==> src/rtl/seq_pkg.sv <==
// Shared definitions for the main-control state sequencer.
// Holds the state index enumeration (which also serves as the debug STATE_CODE
// encoding), the one-hot vector type and helpers to encode/validate it.
// Decoder test benches import this package as well.
package seq_pkg;

  localparam int NUM_STATES   = 17;
  localparam int STATE_CODE_W = 5;

  // State indices double as bit positions in the one-hot register and as the
  // binary value reported on STATE_CODE.
  typedef enum logic [STATE_CODE_W-1:0] {
    S_IF0    = 5'd0,
    S_IF1    = 5'd1,
    S_FF0    = 5'd2,
    S_FF1    = 5'd3,
    S_FF2    = 5'd4,
    S_TF0    = 5'd5,
    S_TF1    = 5'd6,
    S_EX0    = 5'd7,
    S_EX1    = 5'd8,
    S_IT0    = 5'd9,
    S_IT1    = 5'd10,
    S_IT2    = 5'd11,
    S_MUL1   = 5'd12,
    S_MUL2_1 = 5'd13,
    S_MUL2_2 = 5'd14,
    S_MUL3   = 5'd15,
    S_MUL4   = 5'd16
  } state_e;

  typedef logic [NUM_STATES-1:0] state_vec_t;

  localparam state_vec_t ONEHOT_IF0 = state_vec_t'(1);

  // OR of the indices of all set bits; exact for any legal one-hot vector.
  function automatic logic [STATE_CODE_W-1:0] encodeState(input state_vec_t oneHot);
    logic [STATE_CODE_W-1:0] code;
    code = '0;
    for (int i = 0; i < NUM_STATES; i++) begin
      if (oneHot[i]) code = code | STATE_CODE_W'(i);
    end
    return code;
  endfunction

  // True when exactly one bit of the vector is set.
  function automatic logic isOneHot(input state_vec_t oneHot);
    return (oneHot != '0) && ((oneHot & (oneHot - state_vec_t'(1))) == '0);
  endfunction

endpackage

==> src/rtl/state_sequencer_mul_iter_counter.sv <==
// Multiply iteration counter for the state sequencer.
// Cleared synchronously on entry to the iteration loop, incremented once per
// MUL2_2 that loops back, and flags the final iteration.
module mul_iter_counter #(
  parameter int MUL_ITER = 16,
  parameter int CNT_W    = 5
) (
  input  logic CLK,
  input  logic CLR,
  input  logic i_clear,
  input  logic i_inc,
  output logic o_terminal
);

  logic [CNT_W-1:0] r_count;

  // Iteration count: async reset, synchronous clear has priority over increment.
  always_ff @(posedge CLK or posedge CLR) begin
    if (CLR) begin
      r_count <= '0;
    end else if (i_clear) begin
      r_count <= '0;
    end else if (i_inc) begin
      r_count <= r_count + CNT_W'(1);
    end
  end

  assign o_terminal = (r_count == CNT_W'(MUL_ITER - 1));

endmodule

==> src/rtl/state_sequencer.sv <==
// Main-control timing generator. Drives one of 17 one-hot phase strobes per
// cycle, walking fetch, operand fetch, execute/multiply and interrupt entry
// under the control of ISR-derived hints from the decoder.
// Optional build macro SEQ_MWAIT_EN: when defined, MWAIT stalls the sequencer
// in the memory phases IF1, FF1, FF2, TF1, IT1 and IT2; when undefined the
// MWAIT port exists but memory timing is fixed.
module state_sequencer
  import seq_pkg::*;
#(
  parameter int MUL_ITER = 16,
  parameter int CNT_W    = 5
) (
  input  logic                    CLK,
  input  logic                    CLR,
  input  logic                    f_is_D,
  input  logic                    t_is_D,
  input  logic                    is_T_DFive,
  input  logic                    op_MUL,
  input  logic                    op_RIT,
  input  logic                    op_SVC,
  input  logic                    EIT_gate,
  input  logic                    OIT_gate,
  input  logic                    MWAIT,
  output logic                    IF0,
  output logic                    IF1,
  output logic                    FF0,
  output logic                    FF1,
  output logic                    FF2,
  output logic                    TF0,
  output logic                    TF1,
  output logic                    EX0,
  output logic                    EX1,
  output logic                    IT0,
  output logic                    IT1,
  output logic                    IT2,
  output logic                    MUL1,
  output logic                    MUL2_1,
  output logic                    MUL2_2,
  output logic                    MUL3,
  output logic                    MUL4,
  output logic                    MUL_LAST,
  output logic [STATE_CODE_W-1:0] STATE_CODE
);

  state_vec_t r_state;
  state_e     w_curState;
  state_e     w_nextState;
  logic       w_legal;
  logic       w_hold;
  logic       w_enterIt;
  logic       w_mulTerminal;
  logic       w_cntClear;
  logic       w_cntInc;

  // Decode the one-hot register into a state index and a legality flag.
  always_comb begin
    w_legal    = isOneHot(r_state);
    w_curState = state_e'(encodeState(r_state));
  end

`ifdef SEQ_MWAIT_EN
  // Memory-not-ready stalls only the phases that actually wait on memory.
  always_comb begin
    w_hold = 1'b0;
    if (MWAIT && w_legal) begin
      case (w_curState)
        S_IF1, S_FF1, S_FF2, S_TF1, S_IT1, S_IT2: w_hold = 1'b1;
        default:                                  w_hold = 1'b0;
      endcase
    end
  end
`else
  // Fixed-timing memory: MWAIT is tied into a constant-false stall term.
  assign w_hold = MWAIT & 1'b0;
`endif

  // Next-state selection; an illegal register value falls back to IF0.
  always_comb begin
    w_nextState = S_IF0;
    w_enterIt   = op_SVC | ((EIT_gate | OIT_gate) & ~op_RIT);
    if (!w_legal) begin
      w_nextState = S_IF0;
    end else if (w_hold) begin
      w_nextState = w_curState;
    end else begin
      case (w_curState)
        S_IF0:    w_nextState = S_IF1;
        S_IF1:    w_nextState = f_is_D ? S_FF0 : (t_is_D ? S_TF0 : S_EX0);
        S_FF0:    w_nextState = S_FF1;
        S_FF1:    w_nextState = S_FF2;
        S_FF2:    w_nextState = t_is_D ? S_TF0 : S_EX0;
        S_TF0:    w_nextState = is_T_DFive ? S_EX0 : S_TF1;
        S_TF1:    w_nextState = S_EX0;
        S_EX0:    w_nextState = op_MUL ? S_MUL1 : S_EX1;
        S_EX1:    w_nextState = w_enterIt ? S_IT0 : S_IF0;
        S_IT0:    w_nextState = S_IT1;
        S_IT1:    w_nextState = S_IT2;
        S_IT2:    w_nextState = S_IF0;
        S_MUL1:   w_nextState = S_MUL2_1;
        S_MUL2_1: w_nextState = S_MUL2_2;
        S_MUL2_2: w_nextState = w_mulTerminal ? S_MUL3 : S_MUL2_1;
        S_MUL3:   w_nextState = S_MUL4;
        S_MUL4:   w_nextState = w_enterIt ? S_IT0 : S_IF0;
        default:  w_nextState = S_IF0;
      endcase
    end
  end

  // Counter control: clear while in MUL1, step on each looping MUL2_2.
  always_comb begin
    w_cntClear = w_legal && (w_curState == S_MUL1);
    w_cntInc   = w_legal && (w_curState == S_MUL2_2) && !w_mulTerminal && !w_hold;
  end

  // One-hot state register; reset aborts straight to IF0.
  always_ff @(posedge CLK or posedge CLR) begin
    if (CLR) begin
      r_state <= ONEHOT_IF0;
    end else begin
      r_state <= state_vec_t'(1) << w_nextState;
    end
  end

  mul_iter_counter #(
    .MUL_ITER (MUL_ITER),
    .CNT_W    (CNT_W)
  ) u_mulIterCounter (
    .CLK        (CLK),
    .CLR        (CLR),
    .i_clear    (w_cntClear),
    .i_inc      (w_cntInc),
    .o_terminal (w_mulTerminal)
  );

  assign IF0        = r_state[S_IF0];
  assign IF1        = r_state[S_IF1];
  assign FF0        = r_state[S_FF0];
  assign FF1        = r_state[S_FF1];
  assign FF2        = r_state[S_FF2];
  assign TF0        = r_state[S_TF0];
  assign TF1        = r_state[S_TF1];
  assign EX0        = r_state[S_EX0];
  assign EX1        = r_state[S_EX1];
  assign IT0        = r_state[S_IT0];
  assign IT1        = r_state[S_IT1];
  assign IT2        = r_state[S_IT2];
  assign MUL1       = r_state[S_MUL1];
  assign MUL2_1     = r_state[S_MUL2_1];
  assign MUL2_2     = r_state[S_MUL2_2];
  assign MUL3       = r_state[S_MUL3];
  assign MUL4       = r_state[S_MUL4];
  assign MUL_LAST   = r_state[S_MUL2_2] & w_mulTerminal;
  assign STATE_CODE = encodeState(r_state);

endmodule

==> config.mk <==
export PLATFORM = sky130hd
export DESIGN_NAME = state_sequencer
export DESIGN_NICKNAME = d
export VERILOG_FILES = /design/src/rtl/seq_pkg.sv /design/src/rtl/state_sequencer_mul_iter_counter.sv /design/src/rtl/state_sequencer.sv
export SDC_FILE = /design/constraint.sdc
export NUM_CORES = 1
export LEC_CHECK = 0
export CAP_MARGIN = 10
export CORE_UTILIZATION = 46
export DETAILED_ROUTE_END_ITERATION = 6
export GPL_ROUTABILITY_DRIVEN = 0
export PLACE_DENSITY = 0.8
export SYNTH_ARGS = -nofsm -noshare
export SYNTH_HDL_FRONTEND = slang
export SYNTH_SLANG_ARGS = --single-unit
==> constraint.sdc <==
create_clock -name CLK -period 2.3 [get_ports CLK]
set_clock_uncertainty 0.2 [all_clocks]
set_input_delay 0.575 -clock CLK [delete_from_list [all_inputs] [get_ports CLK]]
set_output_delay 0.575 -clock CLK [all_outputs]
set_load 0.02 [all_outputs]
# Yosys cells after proc, flatten, opt, wreduce, memory -nomap -nowiden
# Cells that the tools add are included.
# Widths: inputs -> output; s select.
# op_classes
n_div	0
mul	0
n_mux	26
n_reduce_logical	10
shift	1
magnitude_cmp	0
n_addsub	2
n_eq_ne	16
bitwise_logic	6
# ops
operator	count
$pmux 5 s15	1
$eq 5x4->1 const B	8
$mux 4	9
$mux 5	5
$eq 5x3->1 const B	4
$and 17x17->17	1
$logic_not 17->1	1
$reduce_bool 17->1	1
$shl 1x5->17 const A	1
$sub 17x1->17 const B	1
$mux 3	5
$eq 5x2->1 const B	2
$mux 2	4
$add 5x1->5 const B	1
$eq 5x1->1 const B	1
$eq 5x5->1 const B	1
$logic_not 5->1	1
$logic_and 1x1->1	4
$and 1x1->1	2
$mux 1	2
$or 1x1->1	2
$reduce_bool 2->1	1
$reduce_or 2->1	1
$logic_not 1->1	1
$not 1->1	1
# totals
wordCells	63
mem_bits_rw	0
latch_bits	0
rom_bits	0
memories	0
ff_bits	22

# Depth between registers and ports, before layout
# logic_depth
word_depth	21
ltp_mapped	8

# Hierarchy
# Synthesis repeated with hierarchy kept, for this count alone.
# unflattened
hier_cells	172
area_unflattened_um2	1619.1
# modules_own_cells
module	n_inst	cells_each	area_per_inst_um2
state_sequencer	1	148	1336.3
mul_iter_counter	1	24	282.8

# Least setup slack after synthesis
# OpenSTA, ideal clock, no wires.
# synth_timing
kind	register to register
start	register r_state[11]
end	register u_mulIterCounter.r_count[4]
required_time_ns	2.020
arrival_ns	2.197
slack_ns	-0.177
stages_incl_launch_ff	9
path_buffers	1
path_cell_list	dfrtp_1 -> or4_1 -> buf_4 -> nor2_8 -> inv_2 -> or3_4 -> nor3_2 -> nand2_1 -> o22ai_2
# synth_via
elab_chain_cells	10
# synth_rtl
item	line	text
from (decl)	state_sequencer.sv:45	state_vec_t r_state;
from (signal assigned)	state_sequencer.sv:120	r_state <= state_vec_t'(1) << w_nextState;
$mux 4 (*) (5 in a row)	n/a	
$mux 5 (*)	n/a	
via STATE_CODE[0]	state_sequencer.sv:42	output logic [STATE_CODE_W-1:0] STATE_CODE
$eq 5x4->1	state_sequencer.sv:112	w_cntInc = w_legal && (w_curState == S_MUL2_2) && !w_mulTerminal && !w_hold;
$logic_and 1x1->1 (2 in a row)	state_sequencer.sv:112	
$reduce_bool 2->1 (no source line)	n/a	
to (signal assigned)	state_sequencer_mul_iter_counter.sv:24	r_count <= r_count + CNT_W'(1);
to (decl)	state_sequencer_mul_iter_counter.sv:15	logic [CNT_W-1:0] r_count;
# The timed path passes the listed nets; every way through them passes the cells marked *.
# A chain may end at the register's enable or synchronous reset.

# Worst setup path in the final report
# layout_timing
start	register r_state[9]
end	register r_state[7]
# layout_via
elab_chain_cells	13
# layout_rtl
item	line	text
$mux 4 (7 in a row)	seq_pkg.sv:41	if (oneHot[i]) code = code | STATE_CODE_W'(i);
$mux 5	seq_pkg.sv:41	
$eq 5x5->1 or $eq 5x4->1 (tied branches)	state_sequencer.sv:86	case (w_curState)
$reduce_or 2->1 (no source line)	n/a	
$pmux 5 s15	state_sequencer.sv:86	
$mux 5 (*)	state_sequencer.sv:81	if (!w_legal) begin
$shl 1x5->17 (*)	state_sequencer.sv:120	
# Every way passes the cells marked *; elsewhere a longest branch is shown, timed or not.

==> flow_summary_export.csv <==
group,metric,value,unit
layout,nets,290,
sta,finalCritPeriodShare,114,%
synth,synth-seq-area-share,34.6,%
detailed_routing,viasPerCell,6.56,
synth,synth_flop_cell,"dfrtp_1",
setup_path,r2r_start,"r_state[9]$_DFF_PP0_",
pwr,switchingPower,2650,uW
sta,setup_viol,26,
pwr,internal_power,2600,uW
setup_path,path_cells,"or4_4 -> buf_6 -> nor3_4 -> nand2_1 -> o211ai_1 -> buf_4 -> nand4_4 -> nor2_1",
global_route,antenna_found_initial,0,
synth,synth_cell_type_count,60,
pwr,pwr-share-seq,9.9,%
die,design.die.area,3700,um2
pwr,ir_worst_vdd,1.38,mV
pwr,netSwitchingFraction,50.4,%
detailed_routing,drtAntennaViolNets,0,
synth,synth_seq_cells,22,
placement,pre_cts_slack,-0.352,ns
cts,cts_tree,"done",
layout,layout_common_cells,"buf_4 (62), clkdlybuf4s50_1 (17), dfrtp_1 (14)",
die,die_h,60.8,um
pwr,p_comb_share,86.4,%
synth,netlist.area_leader.share,33.0,%
setup_path,cp-end-kind,"flop",
cts,cts_sinks,22,
layout,mostFrequentLayoutCell,"buf_4",
setup_path,crit_type,"flop to flop",
cts,cts_buffers,3,
worst_hold_path,worstHoldPathType,"primary input to asynchronous set/reset pin",
sta,fin_worst_hold_slack,0.348,ns
die,initial_core_util,47.7,%
layout,fin_util,87.2,%
synth,syn_nets,190,
placement,dpl.hpwl,4.25,mm
cts,h-tree-depth,1,
detailed_routing,drc,0,
pwr,p_per_area,1810,nW/um2
synth,synthCells,177,
synth,async_reset_ff_share,100,%
sta,period_needed,2.62,ns
placement,portBuffers,32,
pwr,p_leak,0.00139,uW
setup_path,cp_slowest_stage_delay,0.59,ns
sta,tightest_slew,0.477,ns
setup_path,path_max_fanout,8,
global_route,track_usage,36.3,%
cts,cts_hold_buffers,0,
synth,synth_area,1590,um2
synth,synth_top_area_cell,"dfrtp_1",
sta,slew-limit-headroom,67.4,%
setup_path,crit_arrival,2.65,ns
cts,insertion_delay,0.33,ns
sta,hold_viol,0,
synth,yosys-top-cells-area,"dfrtp_1 (33%), nor2_1 (4.9%), or4_1 (3.3%)",
setup_path,startpoint_type,"flop",
synth,syn_avg_cell_area,9.00,um2
status,status,"finished, violations left",
cts,clkTransAtPathRegs,0.15,ns
detailed_routing,vias,2112,
synth,yosysWarningCount,0,
synth,synth_edf_count,0,
layout,antennaDiodeCount,0,
global_route,grt_start_max_net_pins,13,
detailed_routing,drt_wl_total,7.53,mm
layout,drive_gt1_share,56.9,%
global_route,grt_pass1_vias,1956,
layout,fill_cells,142,
die,core,3340,um2
global_route,gr-total-overflow,0,
global_route,grt_first_pass_wirelength,9.69,mm
setup_path,critPathRequiredTime,2.33,ns
cts,cts_buffer_depth,2,
job,drv_cap,0,
sta,slew_violations,0,
detailed_routing,drtIter0Drc,271,
status,violations,"setup timing",
setup_path,crit_start,"r_state[9]$_DFF_PP0_",
die,die_w,60.8,um
setup_path,crit_slowest_cell,"or4_4",
pwr,p_clk_share,3.7,%
cts,cts_root_buf,"clkbuf_4",
detailed_routing,first_pass_iters,5,
layout,syn_to_final_growth,82.6,%
die,fp-row-count,21,
sta,grt_setup_unrepaired,"true",
die,ioPinCount,34,
sta,timing.final.ws_setup,-0.321,ns
sta,fmax,382,MHz
detailed_routing,wl_per_cell,23.4,um
per-layer routing:
metal | routed length (um) | vias up | global-route usage [%] | share of wire [%]
met3 | 721 | 50 | 4.26 | 9.6
met2 | 3620 | 165 | 61.1 | 48
li1 | - | 881 | - | -
met5 | 0 | - | 0 | 0
met4 | 373 | 0 | 14.0 | 5.0
met1 | 2810 | 1016 | 47.8 | 37
cell families after synthesis:
kind of cell | synth area share, %
adders and majority gates | 2.20
buffers and inverters | 6.05
DFF | 34.6
and+or+nand+nor | 33.1
AOI/OAI and AO/OA | 21.7
xor gates and xnor gates | 1.10
muxes | 1.26
worst max-delay path, delay by kind of cell, from the launching register on:
family | cells | cell delay, ns
AND/OR/NAND/NOR | 5 | 1.18
flip-flops | 1 | 0.45
AO/OA/AOI/OAI | 1 | 0.30
buffers and inverters | 2 | 0.37
stage by stage:
stage               power, uW  cells  instance area [um2]  setup TNS [ns]
floorplan                2250    177                 1610           -1.66
global route             5400    322                 2910           -6.69
detailed placement       3540    306                 2400           -6.75
CTS                      4190    316                 2640           -4.28
finish                   5250    322                 2910           -5.09
global placement         3380    306                 2400           -5.11
registers in the layout, indices dropped and copies added (netlist names):
signal / cells
r_state: 17
u_mulIterCounter.r_count: 5
synthesized netlist by cell type (all sizes together) (4+ instances only):
library cell and n:
nor3 8, dfrtp 21, nand3 5, o21ai 6
nor4 10, nand4 5, nand2 10, nor2 23
inv 10, a21oi 8, a211oi 4, or4 7
buf 7
worst paths after layout:
path | slack [ns] | depth (start not counted) | endpoint
hold / removal | 0.35 | 2 | r_state[8]$_DFF_PP0_
min in group CLK | 0.39 | 1 | u_mulIterCounter.r_count[3]$_DFFE_PP0P_
hold reg to reg | 0.39 | 1 | u_mulIterCounter.r_count[3]$_DFFE_PP0P_
setup / recovery | -0.32 | 8 | r_state[7]$_DFF_PP0_
max in group asynchronous | 1.04 | 3 | r_state[7]$_DFF_PP0_
setup reg to reg | -0.32 | 8 | r_state[7]$_DFF_PP0_
power groups by stage:
stage	sequential [uW]	clock, uW	combinational, uW
after CTS	512	185	3490
after global routing	528	206	4660
after detailed placement	516	0	3020
after global placement	509	0	2870
after floorplan	604	0	1650
final	521	192	4540
final cells by class:
type,count,area [um2],share of cell area [%]
Sequential cell,22,561,19.3
Clock buffer,4,26.3,0.903
Inverter,10,40.0,1.38
Tap cell,46,57.6,1.98
Timing Repair Buffer,105,932,32.0
Multi-Input combinational cell,135,1290,44.4
what timing repair did:
item | 4_1_cts | 5_1_grt
gates resized for setup | 71 | 53
setup endpoints to repair | 32 | 32
pin swaps | 15 | 23
buffers inserted | 7 | 8
No activity file was read; power rests on OpenSTA's default activity.
